## config.mk

```make
export PLATFORM = sky130hd
export DESIGN_NAME = snake_body_tracker_flat
export DESIGN_NICKNAME = d
export VERILOG_FILES = /design/src/rtl/snake_body_tracker_if.sv /design/src/rtl/snake_body_tracker.sv /design/src/flat_wrapper.sv
export SDC_FILE = /design/constraint.sdc
export NUM_CORES = 1
export LEC_CHECK = 0
export ABC_AREA = 1
export BUFFER_PORTS_ARGS = -buffer_cell sky130_fd_sc_hd__buf_2
export CORE_UTILIZATION = 53
export CTS_CLUSTER_DIAMETER = 50
export DETAILED_ROUTE_END_ITERATION = 10
export HOLD_SLACK_MARGIN = 0.1
export MAX_ROUTING_LAYER = met4
export PLACE_DENSITY = 0.68
export SLEW_MARGIN = 20
export SYNTH_ARGS = -nofsm -noshare
export SYNTH_HDL_FRONTEND = slang
export SYNTH_SLANG_ARGS = --single-unit
```

## constraint.sdc

```tcl
create_clock -name clk -period 12.6 [get_ports clk]
set_input_delay 3.15 -clock clk [delete_from_list [all_inputs] [get_ports clk]]
set_output_delay 3.15 -clock clk [all_outputs]
set_load 0.05 [all_outputs]
```

## src/rtl/snake_body_tracker_if.sv

```systemverilog
// Signal bundle between the game controller, the apple generator, the VGA painter and the snake body tracker.
interface snake_body_tracker_if;
  logic       game_en;
  logic [3:0] dir_key;
  logic       add_cube;
  logic [5:0] query_x;
  logic [5:0] query_y;
  logic [5:0] head_x;
  logic [5:0] head_y;
  logic [5:0] length;
  logic       move_tick;
  logic       hit_wall;
  logic       hit_body;
  logic       query_hit;

  modport master (
    output game_en, dir_key, add_cube, query_x, query_y,
    input  head_x, head_y, length, move_tick, hit_wall, hit_body, query_hit
  );

  modport slave (
    input  game_en, dir_key, add_cube, query_x, query_y,
    output head_x, head_y, length, move_tick, hit_wall, hit_body, query_hit
  );
endinterface

```

## src/rtl/snake_body_tracker.sv

```systemverilog
// Snake position/length on the cell grid: steps one cell per move tick in the latched direction,
// grows on request, flags wall/self collisions and answers the painter's combinational cell query.
module snake_body_tracker #(
  parameter int MAX_LEN  = 16,
  parameter int INIT_LEN = 3,
  parameter int GRID_W   = 40,
  parameter int GRID_H   = 30,
  parameter int TICK_DIV = 12_500_000,
  parameter int INIT_X   = 10,
  parameter int INIT_Y   = 10
) (
  input logic                 clk,
  input logic                 rst,
  snake_body_tracker_if.slave bus
);

  localparam int CNT_W = $clog2(TICK_DIV);
  localparam logic [CNT_W-1:0] CNT_LAST = CNT_W'(TICK_DIV - 1);
  localparam logic [3:0] DIR_RIGHT = 4'b0001;

  typedef enum logic [1:0] {IDLE, RUN, DEAD} state_t;

  state_t           state;
  logic [3:0]       dir;
  logic [3:0]       last_dir;
  logic [CNT_W-1:0] cnt;
  logic             grow_pending;
  logic             move_tick;
  logic             hit_wall;
  logic             hit_body;
  logic [5:0]       length;
  logic [5:0]       seg_x [MAX_LEN];
  logic [5:0]       seg_y [MAX_LEN];

  logic [3:0] dir_nxt;
  logic [5:0] nh_x;
  logic [5:0] nh_y;
  logic       key_ok;
  logic       grow_eff;
  logic       growing;
  logic       wall;
  logic       body;
  logic       step;
  logic       query_hit;

  function automatic logic [3:0] opposite(input logic [3:0] d);
    return {d[2], d[3], d[0], d[1]};
  endfunction

  // A request is only rejected when it would reverse onto the neck (the dir of the last step).
  always_comb begin
    key_ok   = $onehot(bus.dir_key) && (bus.dir_key != opposite(last_dir));
    dir_nxt  = key_ok ? bus.dir_key : dir;
    grow_eff = grow_pending | bus.add_cube;
    growing  = grow_eff && (length < 6'(MAX_LEN));
    step     = (state == RUN) && move_tick;
    nh_x     = seg_x[0];
    nh_y     = seg_y[0];
    if (dir_nxt[3])      nh_y = seg_y[0] - 6'd1;
    else if (dir_nxt[2]) nh_y = seg_y[0] + 6'd1;
    else if (dir_nxt[1]) nh_x = seg_x[0] - 6'd1;
    else                 nh_x = seg_x[0] + 6'd1;
    wall = (nh_x == 6'd0) || (nh_x == 6'(GRID_W - 1)) ||
           (nh_y == 6'd0) || (nh_y == 6'(GRID_H - 1));
    body = 1'b0;
    for (int i = 0; i < MAX_LEN; i++) begin
      // The tail cell vacates this step unless the snake grows, so moving onto it is legal.
      if ((6'(i) < length) && !(!growing && (6'(i) == length - 6'd1)) &&
          (seg_x[i] == nh_x) && (seg_y[i] == nh_y))
        body = 1'b1;
    end
  end

  always_comb begin
    query_hit = 1'b0;
    for (int i = 0; i < MAX_LEN; i++) begin
      if ((6'(i) < length) && (seg_x[i] == bus.query_x) && (seg_y[i] == bus.query_y))
        query_hit = 1'b1;
    end
  end

  always_ff @(posedge clk) begin
    if (!rst) begin
      state        <= IDLE;
      dir          <= DIR_RIGHT;
      last_dir     <= DIR_RIGHT;
      cnt          <= '0;
      grow_pending <= 1'b0;
      move_tick    <= 1'b0;
      hit_wall     <= 1'b0;
      hit_body     <= 1'b0;
      length       <= 6'(INIT_LEN);
      for (int i = 0; i < MAX_LEN; i++) begin
        seg_x[i] <= (i < INIT_LEN) ? 6'(INIT_X - i) : 6'd0;
        seg_y[i] <= (i < INIT_LEN) ? 6'(INIT_Y) : 6'd0;
      end
    end else begin
      move_tick    <= 1'b0;
      grow_pending <= grow_eff;
      case (state)
        IDLE: begin
          dir <= dir_nxt;
          if (bus.game_en) state <= RUN;
        end
        RUN: begin
          dir <= dir_nxt;
          if (!bus.game_en) begin
            state <= IDLE;
            cnt   <= '0;
          end else if (cnt == CNT_LAST) begin
            cnt       <= '0;
            move_tick <= 1'b1;
          end else begin
            cnt <= cnt + 1'b1;
          end
          // Step cycle: collision takes priority over a concurrent game_en drop.
          if (step) begin
            if (wall) begin
              state    <= DEAD;
              hit_wall <= 1'b1;
            end else if (body) begin
              state    <= DEAD;
              hit_body <= 1'b1;
            end else begin
              for (int i = MAX_LEN - 1; i > 0; i--) begin
                seg_x[i] <= seg_x[i-1];
                seg_y[i] <= seg_y[i-1];
              end
              seg_x[0]     <= nh_x;
              seg_y[0]     <= nh_y;
              last_dir     <= dir_nxt;
              grow_pending <= 1'b0;
              if (growing) length <= length + 6'd1;
            end
          end
        end
        default: begin
          state <= DEAD;
        end
      endcase
    end
  end

  assign bus.head_x    = seg_x[0];
  assign bus.head_y    = seg_y[0];
  assign bus.length    = length;
  assign bus.move_tick = move_tick;
  assign bus.hit_wall  = hit_wall;
  assign bus.hit_body  = hit_body;
  assign bus.query_hit = query_hit;

endmodule

```

## src/flat_wrapper.sv

```systemverilog
// flat-port wrapper written by rule: the top's interface ports become plain ports
module snake_body_tracker_flat 
#(
  parameter int MAX_LEN  = 16,
  parameter int INIT_LEN = 3,
  parameter int GRID_W   = 40,
  parameter int GRID_H   = 30,
  parameter int TICK_DIV = 12_500_000,
  parameter int INIT_X   = 10,
  parameter int INIT_Y   = 10
)
  (clk, rst, bus_game_en, bus_dir_key, bus_add_cube, bus_query_x, bus_query_y, bus_head_x, bus_head_y, bus_length, bus_move_tick, bus_hit_wall, bus_hit_body, bus_query_hit);
  snake_body_tracker_if bus_i ();
  input logic clk;
  input logic rst;
  input wire logic [$bits(bus_i.game_en)-1:0] bus_game_en;
  input wire logic [$bits(bus_i.dir_key)-1:0] bus_dir_key;
  input wire logic [$bits(bus_i.add_cube)-1:0] bus_add_cube;
  input wire logic [$bits(bus_i.query_x)-1:0] bus_query_x;
  input wire logic [$bits(bus_i.query_y)-1:0] bus_query_y;
  output wire logic [$bits(bus_i.head_x)-1:0] bus_head_x;
  output wire logic [$bits(bus_i.head_y)-1:0] bus_head_y;
  output wire logic [$bits(bus_i.length)-1:0] bus_length;
  output wire logic [$bits(bus_i.move_tick)-1:0] bus_move_tick;
  output wire logic [$bits(bus_i.hit_wall)-1:0] bus_hit_wall;
  output wire logic [$bits(bus_i.hit_body)-1:0] bus_hit_body;
  output wire logic [$bits(bus_i.query_hit)-1:0] bus_query_hit;
  assign bus_i.game_en = bus_game_en;
  assign bus_i.dir_key = bus_dir_key;
  assign bus_i.add_cube = bus_add_cube;
  assign bus_i.query_x = bus_query_x;
  assign bus_i.query_y = bus_query_y;
  assign bus_head_x = bus_i.head_x;
  assign bus_head_y = bus_i.head_y;
  assign bus_length = bus_i.length;
  assign bus_move_tick = bus_i.move_tick;
  assign bus_hit_wall = bus_i.hit_wall;
  assign bus_hit_body = bus_i.hit_body;
  assign bus_query_hit = bus_i.query_hit;
  snake_body_tracker #(.MAX_LEN(MAX_LEN), .INIT_LEN(INIT_LEN), .GRID_W(GRID_W), .GRID_H(GRID_H), .TICK_DIV(TICK_DIV), .INIT_X(INIT_X), .INIT_Y(INIT_Y)) u_core (.clk(clk), .rst(rst), .bus(bus_i));
endmodule
```

After elaboration in Yosys (flattened, before gate mapping)

Memory sizes are Yosys's and may differ from the RTL's.
Index checks and enable logic that the tools add are counted.

RAM bits: 192
Memories kept: 2
Latch bits: 0
Bits in registers: 44
Logic and storage cells: 378
ROM bits: 0

Reduce and logical (&&, ||, !) cells: 129
Multiply operators: 0
Bitwise logic cells: 35
Multiplexer cells: 90
Magnitude comparators: 17
Shifts and indexed selects: 0
Add/sub/neg operators: 10
Equal/unequal tests: 86
Div/mod/pow operators: 0

Memory list:

| memory       | words | width | read ports | clocked after Yosys merged registers in | write ports | RTL line                 | RTL |
|---|---|---|---|---|---|---|---|
| u_core.seg_x | 16    | 6     | 16         | 0                                       | 16          | snake_body_tracker.sv:32 | `logic [5:0] seg_x [MAX_LEN];` |
| u_core.seg_y | 16    | 6     | 16         | 0                                       | 16          | snake_body_tracker.sv:33 | `logic [5:0] seg_y [MAX_LEN];` |

Operators by type and width:

| kind                                                 | number |
|---|---|
| equality test 6 bit                                  | 64 |
| two-way mux 6 bit                                    | 37 |
| logical AND 1 bit                                    | 99 |
| equality test 4 x 6 -> 1 bit (first input constant)  | 8 |
| < comparator 4 x 6 -> 1 bit (first input constant)   | 8 |
| two-way mux 24 bit                                   | 2 |
| two-way mux 1 bit                                    | 44 |
| OR 1 bit                                             | 33 |
| adder 24 x 1 -> 24 bit (second input constant)       | 1 |
| equality test 24 bit (second input constant)         | 1 |
| equality test 3 x 6 -> 1 bit (first input constant)  | 4 |
| < comparator 3 x 6 -> 1 bit (first input constant)   | 4 |
| adder 6 x 1 -> 6 bit (second input constant)         | 3 |
| zero test 6 bit                                      | 3 |
| subtractor 6 x 1 -> 6 bit (second input constant)    | 3 |
| zero test 1 bit                                      | 17 |
| equality test 2 x 6 -> 1 bit (first input constant)  | 2 |
| < comparator 1 x 6 -> 1 bit (first input constant)   | 2 |
| < comparator 2 x 6 -> 1 bit (first input constant)   | 2 |
| two-way mux 2 bit                                    | 5 |
| AND reduction 4 bit                                  | 2 |
| equality test 1 x 6 -> 1 bit (first input constant)  | 1 |
| equality test 6 x 5 -> 1 bit (second input constant) | 1 |
| equality test 6 bit (second input constant)          | 1 |
| 15 further kinds                                     | 20 |

Logic depth before layout (Yosys ltp)

Gate-level depths: netlist (run 1).

Depth after elaboration: 34
Depth in mapped cells: 31

Least setup slack after synthesis (run 1)

No wires, ideal clock.

Path kind: input-to-reg
From: input bus_dir_key[0]
To: memory u_core.seg_x[0][0] (enable)
Required time: 12.036 ns
Stages: 27
Data arrival time: 10.971 ns
Setup time: 0.564 ns
Path buffers: 1
Setup slack: 1.065 ns
Cell sequence: ha_1 ha_1 fa_1 nor3b_4 nand2_4 nand2_1 nand2_1 ha_1 nand2_1 nor2_1 nand2_1 o211ai_1 inv_1 nand3_1 nand4_2 nand2_2 buf_6 nand2_1 nand2_1 nor2_1 nand4_1 nand2_1 nor2_1 nand2_2 nor2_4 nand2_1 nand2_1

RTL lines:

| element            | RTL line                 | RTL |
|---|---|---|
| start: declaration | flat_wrapper.sv:17       | `input wire logic [$bits(bus_i.dir_key)-1:0] bus_dir_key;` |
| end: declaration   | snake_body_tracker.sv:32 |  |

==> results of run 1 <==
path summary, 6_finish.rpt:
| check | slack [ns] | from | depth (start not counted) | end |
|---|---|---|---|---|
| setup / recovery | 3.57 | bus_dir_key[0] | 26 | u_core.seg_y[1][40] |
| hold / removal | 0.45 | u_core.bus.hit_body | 2 | u_core.bus.hit_body |
| setup reg to reg | 6.94 | u_core.last_dir[0] | 26 | u_core.seg_y[1][40] |
| hold reg to reg | 0.45 | u_core.bus.hit_body | 2 | u_core.bus.hit_body |
placed cells by master, fill, tap and decap left out, drive strengths merged, types with 2 or more instances in the layout:
master and count:
nand2 598, nor2 408, inv 289, edfxtp 192, nand3 154, xor2 110, a21oi 64, xnor2 52
buf 48, nor3 46, nand4 46, dfxtp 44, clkbuf 44, o21ai 25, ha 17, clkinv 16
nor4 13, o22ai 6, a211oi 6, a2111oi 5, o31ai 4, bufinv 4, nor3b 4, o211ai 3
a31oi 3, a221oi 3, nand3b 3, a21boi 2, o221ai 2, and3 2, fa 2
area by class of cell:
cell class                      instances  share of cell area
Clock buffer                           44              0.0557
Clock inverter                         21              0.0118
Inverter                              289              0.0601
Multi-Input combinational cell       1583               0.461
Sequential cell                       236               0.368
Tap cell                              396              0.0275
Timing Repair Buffer                   48              0.0157
flip-flops by register name, indices dropped and copies added, names as in the netlist:
name                  cells
u_core.seg_x             96
u_core.seg_y             96
u_core.cnt               24
u_core.bus.length         6
u_core.dir                4
u_core.last_dir           4
u_core.state              2
u_core.bus.hit_body       1
u_core.bus.hit_wall       1
u_core.bus.move_tick      1
u_core.grow_pending       1
critical path, cell delays in order:
cell,delay (ns)
buf_2,0.11
ha_1,0.29
ha_1,0.21
fa_1,0.47
nor3b_4,0.37
nand2_4,0.15
nand2_1,0.11
nand2_1,0.19
ha_1,0.40
a21oi_1,0.22
o21ai_0,0.15
xor2_1,0.20
nand3_1,0.18
nand2_2,0.40
o21ai_0,0.13
nor2_1,0.11
nand2_1,0.05
nor2_1,0.17
nand3_1,0.14
nor2_1,0.23
nor2_1,0.08
nand2_1,0.24
nor2_4,0.11
nand3_4,0.48
buf_12,0.53
nor2_1,0.10
power breakdown:
part,switching [uW],internal (uW)
Sequential,26.5,867
Clock,380,649
Combinational,504,173
through the flow:
| stage | hold WS (ns) | instance area (um^2) |
|---|---|---|
| floorplan | 0.437 | 16700 |
| global placement | 0.441 | 16800 |
| detailed placement | 0.444 | 16800 |
| CTS | 0.456 | 18000 |
| global route | 0.474 | 18000 |
| finish | 0.454 | 18000 |
kinds of logic after synthesis:
group,after synthesis
XOR/XNOR,162
adder cells (fa/ha/maj),19
flip-flops,236
buffers and inverters,380
AND/OR/NAND/NOR,1276
AO/OA/AOI/OAI,126
routing by layer:
layer,global-route usage,wire length [um]
met1,0.445,22000
met2,0.505,23100
met3,0.0348,4170
met4,0.139,2270
met5,-,0
==> summary.md, run 1 <==
## Floorplanning
- **CORE AREA** 30800 um^2
- **floorplan row count** 64
- **ports placed on the boundary** 42
- **die outline height** 180 um
- **effective utilization at floorplan** 0.542
- **die outline width** 180 um
- **area of the die** 32200 um^2

## Global routing
- **antenna violations before repair** 0
- **GRT Total Usage** 0.329
- **via count of the first global-routing pass** 13700
- **pin count of the biggest net entering global routing** 107
- **gr ovfl total** 0
- **first-pass GRT wire length** 78700 um

## Pwr
- **largest voltage drop on the vdd net** 0.124 mV
- **Total Power Consumption** 2600 uW
- **reported leakage power** 0.00790 uW
- **power density of the placed cells** 144 nW/um^2

## Clocking
- **post-cts repair resize count** 0
- **total of hold buffers inserted after clock tree synthesis** 0
- **source-to-sink clock delay at the later pin of the worst-skew pair** 0.53 ns
- **Clock Pin Slew Worst Setup and Hold Paths** 0.05 ns
- **deepest level of the CTS H-tree** 2
- **number of buffers added by the clock tree synthesis step** 36
- **number of buffers inserted to repair setup after CTS** 0
- **clock tree from TritonCTS** built
- **cell at the root of the clock tree** clkbuf_16
- **clk sinks** 236
- **clk buf depth** 3

## Detailed routing
- **post-route antenna net violation count** 0
- **detailed-route vias per instance** 5.63
- **first-pass detailed-route iteration total** 6
- **routed wire length per instance** 19.7 um
- **Remaining DRCs** 0
- **DR vias** 14700
- **first-iteration detailed-routing DRC count** 1645
- **WL final** 51500 um

## Logic synthesis
- **Synth top area share** 0.345
- **area share of xor/xnor cells in the synthesized design** 0.0850
- **multiplexer fraction of the synthesized cell area** 0
- **most frequent cells after synthesis** 557 x nand2_1, 281 x inv_1, 237 x nor2_1
- **netlist area before placement** 16700 um^2
- **syn_nets** 2238
- **fraction of the mapped netlist area in compound gates** 0.0436
- **simple logic cell fraction of the synthesized area** 0.354
- **top cells by area in the synthesized netlist** edfxtp_1 35%, nand2_1 13%, inv_1 6.3%
- **synthesized area per cell** 7.59 um^2
- **arithmetic-cell share of the synthesized area counting full adders, half adders and majority gates** 0.0151
- **synth unique cells** 48
- **number of enable flip-flop cells after synthesis** 192
- **Ys Warns** 0
- **sequential element share of the synthesized area** 0.398
- **most numerous cell in the Yosys netlist** nand2_1
- **proportion of register bits with asynchronous set or reset after synthesis** 0
- **largest family of logic cells by synthesized area** simple AND/OR/NAND/NOR gates
- **predominant post-synthesis flop cell** edfxtp_1
- **number of instances in the synthesized netlist** 2199
- **flip-flop and latch count after synthesis** 236
- **post-synthesis cell type with the largest combined area** edfxtp_1

## STA
- **setup TNS after final layout** 0 ns
- **pins over their slew limit** 0
- **Slew headroom** 0.411
- **worst setup skew after layout** 0.0262 ns
- **worst slew pin tran** 0.883 ns
- **final-report hold violation count** 0
- **count of endpoints failing setup in the final report** 0
- **final period demand of the worst path** 9.03 ns
- **Fmax** 111 MHz
- **portion of the clock cycle consumed by the worst path in the final layout** 0.716
- **setup repair after global routing missed its margin** no
- **Setup WS post-layout** 3.57 ns

## Critical path
- **required arrival time at the worst endpoint** 12.84 ns
- **startpoint-to-endpoint class of the critical path** input port to register
- **Worst Path Arrival** 9.26 ns
- **kind of start point of the critical path** input port
- **Crit Path Max Fanout** 106
- **critical path endpoint category** register

## Run status
- **run status** finished clean

## Job
- **Maximum Capacitance Violations** 0

## Finish
- **area grow syn2layout** 8.05%
- **multi-input gate area in the final layout** 8320 um^2
- **share of post-route cells with drive strength above 1** 0.149
- **number of filler cells placed in the layout** 2824
- **Net count, final** 2233
- **final std cells w/o fill** 2617
- **sequential cell area in the final layout** 6650 um^2
- **number of inserted diodes** 0
- **final core occ** 0.585

## Place
- **estimated wirelength of the detail-placed design** 38500 um
- **worst setup slack before clock tree synthesis** 3.20 ns
- **number of placed cells counting well taps** 2552
- **Final Wtd Congestion** 1.03
- **Port Buf Inserts** 41

## Hold path
- **class of the tightest hold or removal check** register to register

Power figures use the tool's default switching activity.
==> run 2, diff against run 1 <==
Settings changed: ABC_AREA 1 to 0, PLACE_DENSITY 0.68 to 0.71.
Clock period 12.6 ns to 7.6 ns, I/O delays scaled along.
==> summary.md, run 2 <==
## Run status
- **violations in the final reports** DRC
- **run status** finished, violations left

## Logic synthesis
- **multiplexer fraction of the synthesized cell area** 0.00501, +0.00501
- **area share of xor/xnor cells in the synthesized design** 0.219, +0.134
- **flip-flop and latch count after synthesis** 236, unchanged
- **top cells by area in the synthesized netlist** edfxtp_1 34%, xnor2_1 12%, xor2_1 8.9%
- **sequential element share of the synthesized area** 0.397, -0.000922
- **post-synthesis cell type with the largest combined area** edfxtp_1
- **syn_nets** 1740, -22%
- **proportion of register bits with asynchronous set or reset after synthesis** 0, unchanged
- **netlist area before placement** 16700 um^2, +0.23%
- **simple logic cell fraction of the synthesized area** 0.210, -0.144
- **Ys Warns** 0, unchanged
- **Synth top area share** 0.344, -0.000800
- **number of enable flip-flop cells after synthesis** 192, unchanged
- **most numerous cell in the Yosys netlist** xnor2_1
- **fraction of the mapped netlist area in compound gates** 0.109, +0.0650
- **largest family of logic cells by synthesized area** XOR/XNOR gates
- **most frequent cells after synthesis** 220 x xnor2_1, 192 x edfxtp_1, 170 x xor2_1
- **synthesized area per cell** 9.84 um^2, +30%
- **predominant post-synthesis flop cell** edfxtp_1
- **arithmetic-cell share of the synthesized area counting full adders, half adders and majority gates** 0.0151, -0.0000351
- **number of instances in the synthesized netlist** 1701, -23%
- **synth unique cells** 86, +79%

## Clocking
- **clk sinks** 236, unchanged
- **deepest level of the CTS H-tree** 1, -1
- **number of buffers added by the clock tree synthesis step** 31, -14%
- **post-cts repair resize count** 0, unchanged
- **Clock Pin Slew Worst Setup and Hold Paths** 0.06 ns, about the same
- **clk buf depth** 3, unchanged
- **clock tree from TritonCTS** built
- **source-to-sink clock delay at the later pin of the worst-skew pair** 0.57 ns, +0.04 ns
- **number of buffers inserted to repair setup after CTS** 0, unchanged
- **cell at the root of the clock tree** clkbuf_16
- **total of hold buffers inserted after clock tree synthesis** 0, unchanged

## Critical path
- **Crit Path Max Fanout** 48, -55%
- **worst r2r path cells** 14, -46%
- **worst reg2reg setup slack** 1.73 ns, -5.21 ns
- **r2r endpoint** u_core.seg_y[0][24]
- **beginning of the critical path** bus_dir_key[2]
- **startpoint-to-endpoint class of the critical path** input port to register
- **Reg-to-Reg Start** u_core.seg_y[0][2]
- **Worst Path Arrival** 7.55 ns, -1.71 ns
- **critical path endpoint category** register
- **kind of start point of the critical path** input port
- **required arrival time at the worst endpoint** 7.89 ns, -4.95 ns

## Job
- **Maximum Capacitance Violations** 0, unchanged

## Hold path
- **class of the tightest hold or removal check** register to register
- **worst hold path endpoint** u_core.bus.hit_wall
- **min-delay src** u_core.bus.hit_wall
- **Cells on Worst Hold Path** 1, -1

## STA
- **Fmax** 138 MHz
- **pins over their slew limit** 0, unchanged
- **worst slew pin tran** 1.10 ns, +0.217 ns
- **setup TNS after final layout** 0 ns, unchanged
- **final-report hold violation count** 0, unchanged
- **setup repair after global routing missed its margin** no
- **count of endpoints failing setup in the final report** 0, unchanged
- **portion of the clock cycle consumed by the worst path in the final layout** 0.955
- **worst setup skew after layout** 0.0196 ns, -0.00662 ns
- **Setup WS post-layout** 0.339 ns, -3.24 ns
- **Slew headroom** 0.263, -0.148
- **final period demand of the worst path** 7.26 ns

## Global routing
- **GRT Total Usage** 0.372, +0.0431
- **gr ovfl total** 0, unchanged
- **pin count of the biggest net entering global routing** 49, -54%
- **antenna violations before repair** 0, unchanged
- **first-pass GRT wire length** 87200 um, +11%
- **via count of the first global-routing pass** 13800, +0.29%

## Place
- **post-placement cell area** 18000 um^2, +6.9%
- **Final Wtd Congestion** 1.08, +4.1%
- **worst setup slack before clock tree synthesis** -0.138 ns, -3.34 ns
- **number of placed cells counting well taps** 2121, -17%
- **Port Buf Inserts** 41, unchanged
- **estimated wirelength of the detail-placed design** 43800 um, +14%

## Detailed routing
- **post-route antenna net violation count** 0, unchanged
- **WL final** 59000 um, +14%
- **first-pass detailed-route iteration total** 9, +3
- **routed wire length per instance** 27.1 um, +38%
- **first-iteration detailed-routing DRC count** 1664, +1.2%
- **detailed-route vias per instance** 6.51, +16%
- **Remaining DRCs** 2, +2
- **DR vias** 14200, -3.9%

## Finish
- **area grow syn2layout** 13.5%
- **share of post-route cells with drive strength above 1** 0.139, -0.00990
- **leading cell type in the layout, fill and taps excluded** xnor2_1
- **most frequent cells in the layout** 218 x xnor2_1, 192 x edfxtp_1, 169 x xor2_1
- **number of inserted diodes** 0, unchanged
- **final std cells w/o fill** 2177, -17%
- **largest registers** u_core.seg_x x96, u_core.seg_y x96, u_core.cnt x24
- **final design area excluding fillers** 19000 um^2, +5.3%
- **Net count, final** 1797, -20%
- **final core occ** 0.616, +0.0310

## Floorplanning
- **effective utilization at floorplan** 0.543, +0.00126
- **area of the die** 32300 um^2, +0.23%
- **CORE AREA** 30800 um^2, unchanged
- **die outline width** 180 um, +0.11%
- **ports placed on the boundary** 42, unchanged
- **die outline height** 180 um, +0.11%
- **floorplan row count** 64, unchanged

## Pwr
- **largest voltage drop on the vdd net** 0.202 mV, +63%
- **power density of the placed cells** 216 nW/um^2, +50%
- **reported leakage power** 0.00678 uW, -14%

run 2: changes by cell type in the layout (fill, tap and decap cells not counted), sizes merged, moves of 18 or more:
cell / change
nor4: +38
buf: +100
nand3: -121
and2: +168
o21ai: +18
nor2: -319
nand2: -525
xor2: +60
xnor2: +171
a21oi: -24
inv: -252
nor3: +21
run 2: routing by layer:
| layer | track usage | routed length, um | vias up |
|---|---|---|---|
| li1 | - | - | 6227 |
| met1 | 0.457 | 22300 | 6874 |
| met2 | 0.585 | 27200 | 835 |
| met3 | 0.0717 | 5930 | 227 |
| met4 | 0.193 | 3590 | 0 |
| met5 | - | 0 | - |
run 2: worst max-delay path: stages:
cell       delay [ns]
buf_2            0.13
ha_4             0.25
ha_4             0.16
fa_1             0.49
nor3b_2          0.29
a21boi_4         0.10
a21oi_4          0.22
clkinv_4         0.14
ha_4             0.28
buf_4            0.16
nor2_1           0.10
a21oi_1          0.07
xnor2_2          0.44
buf_4            0.31
xor2_1           0.09
a2111oi_0        0.38
o22ai_1          0.13
a2111oi_0        0.55
and4_1           0.32
a211oi_1         0.08
buf_4            0.18
nand3_2          0.07
or2_1            0.24
nand2_8          0.18
buf_12           0.24
run 2: area by class of cell:
type	count	area [um^2]
clock buffers	37	818
flip-flops and latches	236	6650
multi-input cells	1302	9530
clock inverters	19	199
fillers	2547	11800
well taps	396	495
repair buffers	148	1160
inverters	39	151
run 2: worst max path at each step:
| stage | to | slack [ns] | cells past startpoint |
|---|---|---|---|
| floorplan | u_core.seg_x[0][0] | -0.17 | 24 |
| global placement | u_core.seg_x[0][0] | -0.03 | 26 |
| detailed placement | u_core.seg_x[1][6] | -0.14 | 25 |
| CTS | u_core.seg_y[0][24] | 0.45 | 25 |
| global route | u_core.seg_y[0][24] | 0.15 | 24 |
| finish | u_core.seg_y[0][24] | 0.34 | 25 |
run 2: cell families (layout without fill, tap and decap cells):
family	count (synthesis)	count (layout)
buffers and inverters	163	243
xor gates and xnor gates	402	402
DFF	236	236
AOI/OAI and AO/OA	247	247
and+or+nand+nor	626	626
adders and majority gates	19	19
muxes	8	8
run 2: per-stage QoR:
step	power, uW	hold WS [ns]
2_1_floorplan	2220	0.449
4_1_cts	4080	0.478
6_report	4100	0.472
5_1_grt	4220	0.507
3_5_place_dp	2640	0.461
3_3_place_gp	2620	0.443
run 2: where the power goes:
part	internal [uW]	switching [uW]
Sequential	1450	85.4
Clock	844	603
Combinational	454	669
